===== config.mk =====
export PLATFORM = sky130hd
export DESIGN_NAME = lcd_init_seq
export DESIGN_NICKNAME = d
export VERILOG_FILES = /design/src/rtl/lcd_init_seq.sv
export SDC_FILE = /design/constraint.sdc
export NUM_CORES = 1
export LEC_CHECK = 0
export ABC_CLOCK_PERIOD_IN_PS = 13200
export CORE_MARGIN = 4
export CORE_UTILIZATION = 25
export CTS_CLUSTER_DIAMETER = 150
export CTS_CLUSTER_SIZE = 40
export DETAILED_ROUTE_END_ITERATION = 8
export PLACE_DENSITY = 0.37
export SETUP_SLACK_MARGIN = 0.4
export SLEW_MARGIN = 30
export SYNTH_ARGS = -nofsm -noshare
export SYNTH_HDL_FRONTEND = slang
export SYNTH_SLANG_ARGS = --single-unit

===== constraint.sdc =====
create_clock -name clk -period 13.2 [get_ports clk]
set_input_delay 3.96 -clock clk [delete_from_list [all_inputs] [get_ports clk]]
set_output_delay 3.96 -clock clk [all_outputs]
set_load 0.05 [all_outputs]

===== src/rtl/lcd_init_seq.sv =====
//-----------------------------------------------------------------------------
// Module  : lcd_init_seq
// Purpose : ST7789 power-up sequencer and pixel streamer in front of the SPI
//           byte engine. Pulses the panel reset, plays the init table, then
//           sets a full-screen window, issues RAMWR and streams RGB565 frames.
// Rev     : 1.0  initial release
//-----------------------------------------------------------------------------
`default_nettype none

module lcd_init_seq #(
  parameter int MS_CYCLES = 50_000,
  parameter int T_RST_MS  = 10,
  parameter int T_BOOT_MS = 120,
  parameter int H_RES     = 240,
  parameter int V_RES     = 240
) (
  input  logic        clk,
  input  logic        rst_n,
  output logic        lcd_rst_n,
  output logic        spi_start,
  output logic [7:0]  spi_data,
  output logic        spi_dc,
  input  logic        spi_done,
  input  logic [15:0] pix_data,
  input  logic        pix_valid,
  output logic        pix_ready,
  output logic        init_done,
  output logic        frame_sof
);

  localparam int NPIX     = H_RES * V_RES;
  localparam int PCNT_W   = $clog2(NPIX) + 1;
  localparam int RST_CYC  = T_RST_MS * MS_CYCLES;
  localparam int BOOT_CYC = T_BOOT_MS * MS_CYCLES;
  localparam int DLY_MAX  = 255 * MS_CYCLES;
  localparam int CNT_MAX  = (DLY_MAX > BOOT_CYC) ? ((DLY_MAX > RST_CYC) ? DLY_MAX : RST_CYC)
                                                 : ((BOOT_CYC > RST_CYC) ? BOOT_CYC : RST_CYC);
  localparam int CNT_W    = $clog2(CNT_MAX + 1);
  localparam logic [7:0] H_END = 8'(H_RES - 1);
  localparam logic [7:0] V_END = 8'(V_RES - 1);

  typedef enum logic [2:0] {
    ST_HW_RST, ST_BOOT_WAIT, ST_FETCH, ST_SEND, ST_WAIT, ST_DELAY, ST_WIN, ST_PIX
  } state_t;

  // What the byte currently in flight belongs to; decides where WAIT goes.
  typedef enum logic [1:0] {SRC_INIT, SRC_WIN, SRC_PIX_HI, SRC_PIX_LO} src_t;

  // Init table entry {type, val}: 00 cmd, 01 data, 10 delay ms, 11 end.
  function automatic logic [9:0] init_entry(input logic [3:0] idx);
    case (idx)
      4'd0:    init_entry = {2'b00, 8'h11};
      4'd1:    init_entry = {2'b10, 8'd120};
      4'd2:    init_entry = {2'b00, 8'h3A};
      4'd3:    init_entry = {2'b01, 8'h55};
      4'd4:    init_entry = {2'b00, 8'h36};
      4'd5:    init_entry = {2'b01, 8'h00};
      4'd6:    init_entry = {2'b00, 8'h21};
      4'd7:    init_entry = {2'b00, 8'h13};
      4'd8:    init_entry = {2'b00, 8'h29};
      4'd9:    init_entry = {2'b10, 8'd10};
      default: init_entry = {2'b11, 8'h00};
    endcase
  endfunction

  // Window / RAMWR sequence entry {dc, byte}.
  function automatic logic [8:0] win_entry(input logic [3:0] widx);
    case (widx)
      4'd0:    win_entry = {1'b0, 8'h2A};
      4'd4:    win_entry = {1'b1, H_END};
      4'd5:    win_entry = {1'b0, 8'h2B};
      4'd9:    win_entry = {1'b1, V_END};
      4'd10:   win_entry = {1'b0, 8'h2C};
      default: win_entry = {1'b1, 8'h00};
    endcase
  endfunction

  state_t            state_q, state_d;
  src_t              src_q, src_d;
  logic [CNT_W-1:0]  cnt_q, cnt_d;
  logic [3:0]        idx_q, idx_d;
  logic [3:0]        widx_q, widx_d;
  logic [PCNT_W-1:0] pix_cnt_q, pix_cnt_d;
  logic [7:0]        pix_lo_q, pix_lo_d;
  logic              lcd_rst_n_q, lcd_rst_n_d;
  logic              spi_start_q, spi_start_d;
  logic [7:0]        spi_data_q, spi_data_d;
  logic              spi_dc_q, spi_dc_d;
  logic              pix_ready_q, pix_ready_d;
  logic              init_done_q, init_done_d;
  logic              frame_sof_q, frame_sof_d;

  logic              do_init, do_win;
  logic [3:0]        tgt_idx, tgt_widx;
  logic [9:0]        tbl;
  logic [8:0]        wbyte;

  // Next-state logic; table/window dispatch is shared so a byte can follow spi_done directly.
  always_comb begin
    state_d     = state_q;
    src_d       = src_q;
    cnt_d       = cnt_q;
    idx_d       = idx_q;
    widx_d      = widx_q;
    pix_cnt_d   = pix_cnt_q;
    pix_lo_d    = pix_lo_q;
    spi_data_d  = spi_data_q;
    spi_dc_d    = spi_dc_q;
    init_done_d = init_done_q;
    frame_sof_d = 1'b0;
    do_init     = 1'b0;
    do_win      = 1'b0;
    tgt_idx     = idx_q;
    tgt_widx    = widx_q;
    tbl         = init_entry(tgt_idx);
    wbyte       = win_entry(tgt_widx);

    case (state_q)
      ST_HW_RST: begin
        if (cnt_q == CNT_W'(RST_CYC - 1)) begin
          state_d = ST_BOOT_WAIT;
          cnt_d   = '0;
        end else begin
          cnt_d = cnt_q + 1'b1;
        end
      end
      ST_BOOT_WAIT: begin
        if (cnt_q == CNT_W'(BOOT_CYC - 1)) begin
          state_d = ST_FETCH;
          cnt_d   = '0;
          idx_d   = 4'd0;
        end else begin
          cnt_d = cnt_q + 1'b1;
        end
      end
      ST_FETCH: do_init = 1'b1;
      ST_SEND:  state_d = ST_WAIT;
      ST_WAIT: begin
        if (spi_done) begin
          case (src_q)
            SRC_INIT: begin
              do_init = 1'b1;
              tgt_idx = idx_q + 4'd1;
            end
            SRC_WIN: begin
              if (widx_q == 4'd10) begin
                state_d   = ST_PIX;
                pix_cnt_d = '0;
              end else begin
                do_win   = 1'b1;
                tgt_widx = widx_q + 4'd1;
              end
            end
            SRC_PIX_HI: begin
              state_d    = ST_SEND;
              spi_data_d = pix_lo_q;
              spi_dc_d   = 1'b1;
              src_d      = SRC_PIX_LO;
            end
            default: begin
              if (pix_cnt_q == PCNT_W'(NPIX)) begin
                do_win    = 1'b1;
                tgt_widx  = 4'd0;
                pix_cnt_d = '0;
              end else begin
                state_d = ST_PIX;
              end
            end
          endcase
        end
      end
      ST_DELAY: begin
        if (cnt_q == '0) begin
          do_init = 1'b1;
          tgt_idx = idx_q + 4'd1;
        end else begin
          cnt_d = cnt_q - 1'b1;
        end
      end
      ST_WIN: do_win = 1'b1;
      ST_PIX: begin
        if (pix_valid && pix_ready_q) begin
          pix_lo_d    = pix_data[7:0];
          pix_cnt_d   = pix_cnt_q + 1'b1;
          frame_sof_d = (pix_cnt_q == '0);
          state_d     = ST_SEND;
          spi_data_d  = pix_data[15:8];
          spi_dc_d    = 1'b1;
          src_d       = SRC_PIX_HI;
        end
      end
      default: state_d = ST_HW_RST;
    endcase

    tbl   = init_entry(tgt_idx);
    wbyte = win_entry(tgt_widx);

    if (do_init) begin
      idx_d = tgt_idx;
      src_d = SRC_INIT;
      case (tbl[9:8])
        2'b00, 2'b01: begin
          state_d    = ST_SEND;
          spi_data_d = tbl[7:0];
          spi_dc_d   = tbl[8];
        end
        2'b10: begin
          state_d = ST_DELAY;
          cnt_d   = (tbl[7:0] == 8'd0) ? '0 : CNT_W'(int'(tbl[7:0]) * MS_CYCLES - 1);
        end
        default: begin
          state_d     = ST_WIN;
          init_done_d = 1'b1;
          widx_d      = 4'd0;
        end
      endcase
    end

    if (do_win) begin
      widx_d     = tgt_widx;
      src_d      = SRC_WIN;
      state_d    = ST_SEND;
      spi_dc_d   = wbyte[8];
      spi_data_d = wbyte[7:0];
    end

    spi_start_d = (state_d == ST_SEND);
    pix_ready_d = (state_d == ST_PIX);
    lcd_rst_n_d = (state_d != ST_HW_RST);
  end

  // State and registered outputs; async reset returns everything to HW_RST.
  always_ff @(posedge clk or negedge rst_n) begin
    if (!rst_n) begin
      state_q     <= ST_HW_RST;
      src_q       <= SRC_INIT;
      cnt_q       <= '0;
      idx_q       <= 4'd0;
      widx_q      <= 4'd0;
      pix_cnt_q   <= '0;
      pix_lo_q    <= 8'd0;
      lcd_rst_n_q <= 1'b0;
      spi_start_q <= 1'b0;
      spi_data_q  <= 8'd0;
      spi_dc_q    <= 1'b0;
      pix_ready_q <= 1'b0;
      init_done_q <= 1'b0;
      frame_sof_q <= 1'b0;
    end else begin
      state_q     <= state_d;
      src_q       <= src_d;
      cnt_q       <= cnt_d;
      idx_q       <= idx_d;
      widx_q      <= widx_d;
      pix_cnt_q   <= pix_cnt_d;
      pix_lo_q    <= pix_lo_d;
      lcd_rst_n_q <= lcd_rst_n_d;
      spi_start_q <= spi_start_d;
      spi_data_q  <= spi_data_d;
      spi_dc_q    <= spi_dc_d;
      pix_ready_q <= pix_ready_d;
      init_done_q <= init_done_d;
      frame_sof_q <= frame_sof_d;
    end
  end

  assign lcd_rst_n = lcd_rst_n_q;
  assign spi_start = spi_start_q;
  assign spi_data  = spi_data_q;
  assign spi_dc    = spi_dc_q;
  assign pix_ready = pix_ready_q;
  assign init_done = init_done_q;
  assign frame_sof = frame_sof_q;

endmodule

`default_nettype wire


==> results.py <==
metrics = {
    "critical_path": {
        "start_kind": "input port",
        "crit_fanout": 5,
        "crit_type": "in -> reg",
        "cp_num_buf_inv": 3,
        "reg2regPathDepth": 25,
        "rr_endpoint": "cnt_q[23]$_DFF_PN0_",
        "crit_family": "compound AO/OA/AOI/OAI gates",
        "endpoint_kind": "flop",
        "cp_data_required_time_ps": 13380,
        "crit_arrival_ps": 11200,
        "crit_path_top_delay_cell": "or4b_2",
        "r2r_slack_ps": 5050,
        "cp_slowest_stage_delay_ps": 620,
        "reg2reg_from": "cnt_q[14]$_DFF_PN0_",
    },
    "global_route": {
        "grt_start_max_net_pins": 59,
        "grt_pass1_wl_um": 35700,
        "globalRoute.busiestLayer": "met2",
        "grt_overflow": 0,
        "grt_pass1_vias": 6242,
        "antenna_found_initial": 0,
        "grt.met2_usage": 0.227,
        "grt_util_met3": 0.0161,
        "grtUsageMet1": 0.209,
        "grt_use_total": 0.142,
    },
    "flow_run": {
        "drv_cap": 0,
    },
    "min_path": {
        "hp-start": "init_done$_DFFE_PN0P_",
        "hold_path_end": "init_done$_DFFE_PN0P_",
        "hp-class": "reg -> reg",
        "whs_path_depth": 1,
    },
    "place": {
        "routabilityCongestion": 0.785,
        "dp_hpwl_um": 16400,
        "portBuffers": 33,
        "dp.cells": 1232,
    },
    "logic_synthesis": {
        "synth_compound_area_frac": 0.202,
        "ys_warn_count": 0,
        "synth_seq_cells": 76,
        "avgSynthCellArea_sq_um": 8.22,
        "synth_top_family_by_area": "simple AND/OR/NAND/NOR gates",
        "syn-num-nets": 946,
        "synth_edf_count": 0,
        "post_synth_inst_count": 856,
        "synth_fa_ha_area_frac": 0.135,
        "yosys.area_share.simple": 0.250,
        "synth-main-ff-cell": "dfrtp_1",
        "synth_mux_area_frac": 0.0304,
        "synthArstFlopShare": 1.00,
        "synth_xor_area_frac": 0.0598,
        "netlist_area_sq_um": 7040,
        "synth_seq_area_share": 0.270,
        "ys_types": 79,
    },
    "floorplanning": {
        "initial_core_util": 0.253,
        "die_w_um": 176,
        "ios": 34,
        "dieArea_sq_um": 30900,
        "die_y_um": 176,
        "coreArea_sq_um": 27800,
        "rows": 61,
    },
    "sta": {
        "rsz0062_at_grt": "false",
        "max_freq_mhz": 90.7,
        "worst_pin_slew_ps": 826,
        "fin_skew_ps": 15.4,
        "setup_violations": 0,
        "relSlewSlack": 0.448,
        "min_period_over_period": 0.835,
        "tns_ps": 0,
        "period_needed_ps": 11020,
        "drv_slew": 0,
        "timing_hold_violations_final": 0,
    },
    "clocking": {
        "root_buffer": "clkbuf_16",
        "post_cts_buffers": 0,
        "holdBufCountCts": 0,
        "cts_resized": 0,
        "clk_latency_ps": 350,
        "clk_pin_slew_worst_paths_ps": 70,
        "cts_tree": "done",
        "cts_buffers": 9,
        "cts_num_sinks": 76,
        "htreeDepth": 3,
        "clock_path_buffers": 2,
    },
    "routing": {
        "drt-total-wl_um": 21800,
        "route.detailed.wl_per_inst_um": 17.5,
        "vias": 6398,
        "viasPerCell": 5.13,
        "firstDrtPassIters": 5,
        "post-route-drc-count": 0,
        "ant_nets": 0,
        "dr.first_iter.drc_count": 402,
    },
    "layout": {
        "diodes": 0,
        "final_nets": 955,
        "area_growth_pct": 13.8,
        "drive_gt1_frac": 0.0678,
        "instances_no_fill": 1248,
    },
    "outcome": {
        "status": "finished clean",
    },
}
cell type report:
| cell class | instances | area (sq um) |
|---|---|---|
| Clock buffer | 10 | 239 |
| Clock inverter | 6 | 47.5 |
| Fill cell | 3067 | 19800 |
| Inverter | 42 | 158 |
| Multi-Input combinational cell | 693 | 4780 |
| Sequential cell | 76 | 1900 |
| Tap cell | 378 | 473 |
| Timing Repair Buffer | 43 | 403 |
worst reg2reg max path: stages, from the launching register on:
cell and delay [ps]:
dfrtp_1 520, nor4_4 450, nand4_2 280, or2_1 510, a21oi_2 290, xor2_1 370, ha_1 330, nor2_1 80
a21oi_1 170, o31a_1 160, nand3_1 90, o21ai_1 560, inv_1 290, fa_1 590, inv_1 50, fa_1 470
ha_1 240, a211oi_1 490, o21ai_0 180, a21oi_1 310, xnor2_1 220, or4b_2 620, a211oi_2 240, nand4b_1 150
xor2_1 250, o32ai_2 100
cell usage in the layout (no fill, tap or decap), types with 6 or more instances in the layout:
master / count
nand2_1: 74
a21oi_1: 43
nand3_1: 49
inv_1: 42
ha_1: 60
and3_1: 15
a31oi_1: 6
dfrtp_1: 76
or3_1: 13
clkbuf_16: 9
mux2i_1: 9
nor3_1: 28
a221o_1: 6
nor3b_1: 6
a221oi_1: 6
nor4_1: 12
o22ai_1: 25
nand2b_1: 7
nand4_1: 9
o211ai_1: 7
and2_1: 7
a22oi_1: 9
xnor2_1: 28
mux2_2: 11
fa_1: 10
buf_4: 11
xor2_1: 20
o21ai_0: 62
nor2b_1: 7
clkdlybuf4s50_1: 32
nor2_1: 69
o21a_1: 6
and4_1: 6
cells in the mapped netlist (7+ instances only):
cell type   n  share of area
and3_1     15          0.013
o211ai_1    7         0.0075
o22ai_1    25          0.022
mux2_2     11          0.018
buf_2      10         0.0071
and2_1      7         0.0062
xnor2_1    28          0.035
a21oi_1    43          0.031
ha_1       60           0.11
dfrtp_1    76           0.27
mux2i_1     9          0.013
fa_1       10          0.028
nand2_1    74          0.039
nand2b_1    7         0.0062
nor4_1     12          0.011
nand4_1     9         0.0080
a22oi_1     9         0.0096
nand3_1    49          0.035
xor2_1     20          0.025
clkbuf_1   30          0.016
or3_1      13          0.012
o21ai_0    64          0.046
nor3_1     28          0.020
nor2b_1     8         0.0071
inv_1      42          0.022
nor2_1     70          0.037
state kept, by name, summed over array words and instances (netlist names):
signal / flops
state_q: 3
init_done: 1
lcd_rst_n: 1
idx_q: 4
src_q: 2
pix_cnt_q: 17
widx_q: 4
cnt_q: 24
pix_lo_q: 8
pix_ready: 1
spi_start: 1
spi_data: 8
frame_sof: 1
spi_dc: 1
metrics by stage:
stage,hold slack [ps],cell area [sq um],setup slack [ps],util
3_5_place_dp,460,7720,1780,0.278
5_1_grt,515,8010,1570,0.288
6_report,469,8010,2180,0.288
3_3_place_gp,454,7710,1610,0.278
4_1_cts,477,8010,2100,0.288
2_1_floorplan,480,7040,3340,-
cells by family (layout without fill, tap and decap cells):
| logic type | count (synthesis) | count (layout) |
|---|---|---|
| buffers and inverters | 87 | 101 |
| DFF | 76 | 76 |
| muxes | 20 | 20 |
| AOI/OAI and AO/OA | 219 | 219 |
| adders and majority gates | 70 | 70 |
| and+or+nand+nor | 336 | 336 |
| xor gates and xnor gates | 48 | 48 |
how the worst max path moves through the flow:
stage | startpoint | end | slack [ps] | cells after the start
6_report | spi_done | cnt_q[23]$_DFF_PN0_ | 2180 | 25
5_1_grt | spi_done | cnt_q[23]$_DFF_PN0_ | 1570 | 25
3_5_place_dp | spi_done | cnt_q[23]$_DFF_PN0_ | 1780 | 25
2_1_floorplan | spi_done | cnt_q[23]$_DFF_PN0_ | 3340 | 24
3_3_place_gp | spi_done | cnt_q[23]$_DFF_PN0_ | 1610 | 25
4_1_cts | spi_done | cnt_q[23]$_DFF_PN0_ | 2100 | 25
routing by layer:
layer	vias to the layer above	share of wire
met2	85	0.46
met1	3134	0.51
li1	3171	-
met4	0	0.0080
met3	8	0.022
met5	-	0
Power is not shown: default switching activity piles up to over one toggle a cycle in this logic, so the estimate is an artifact.
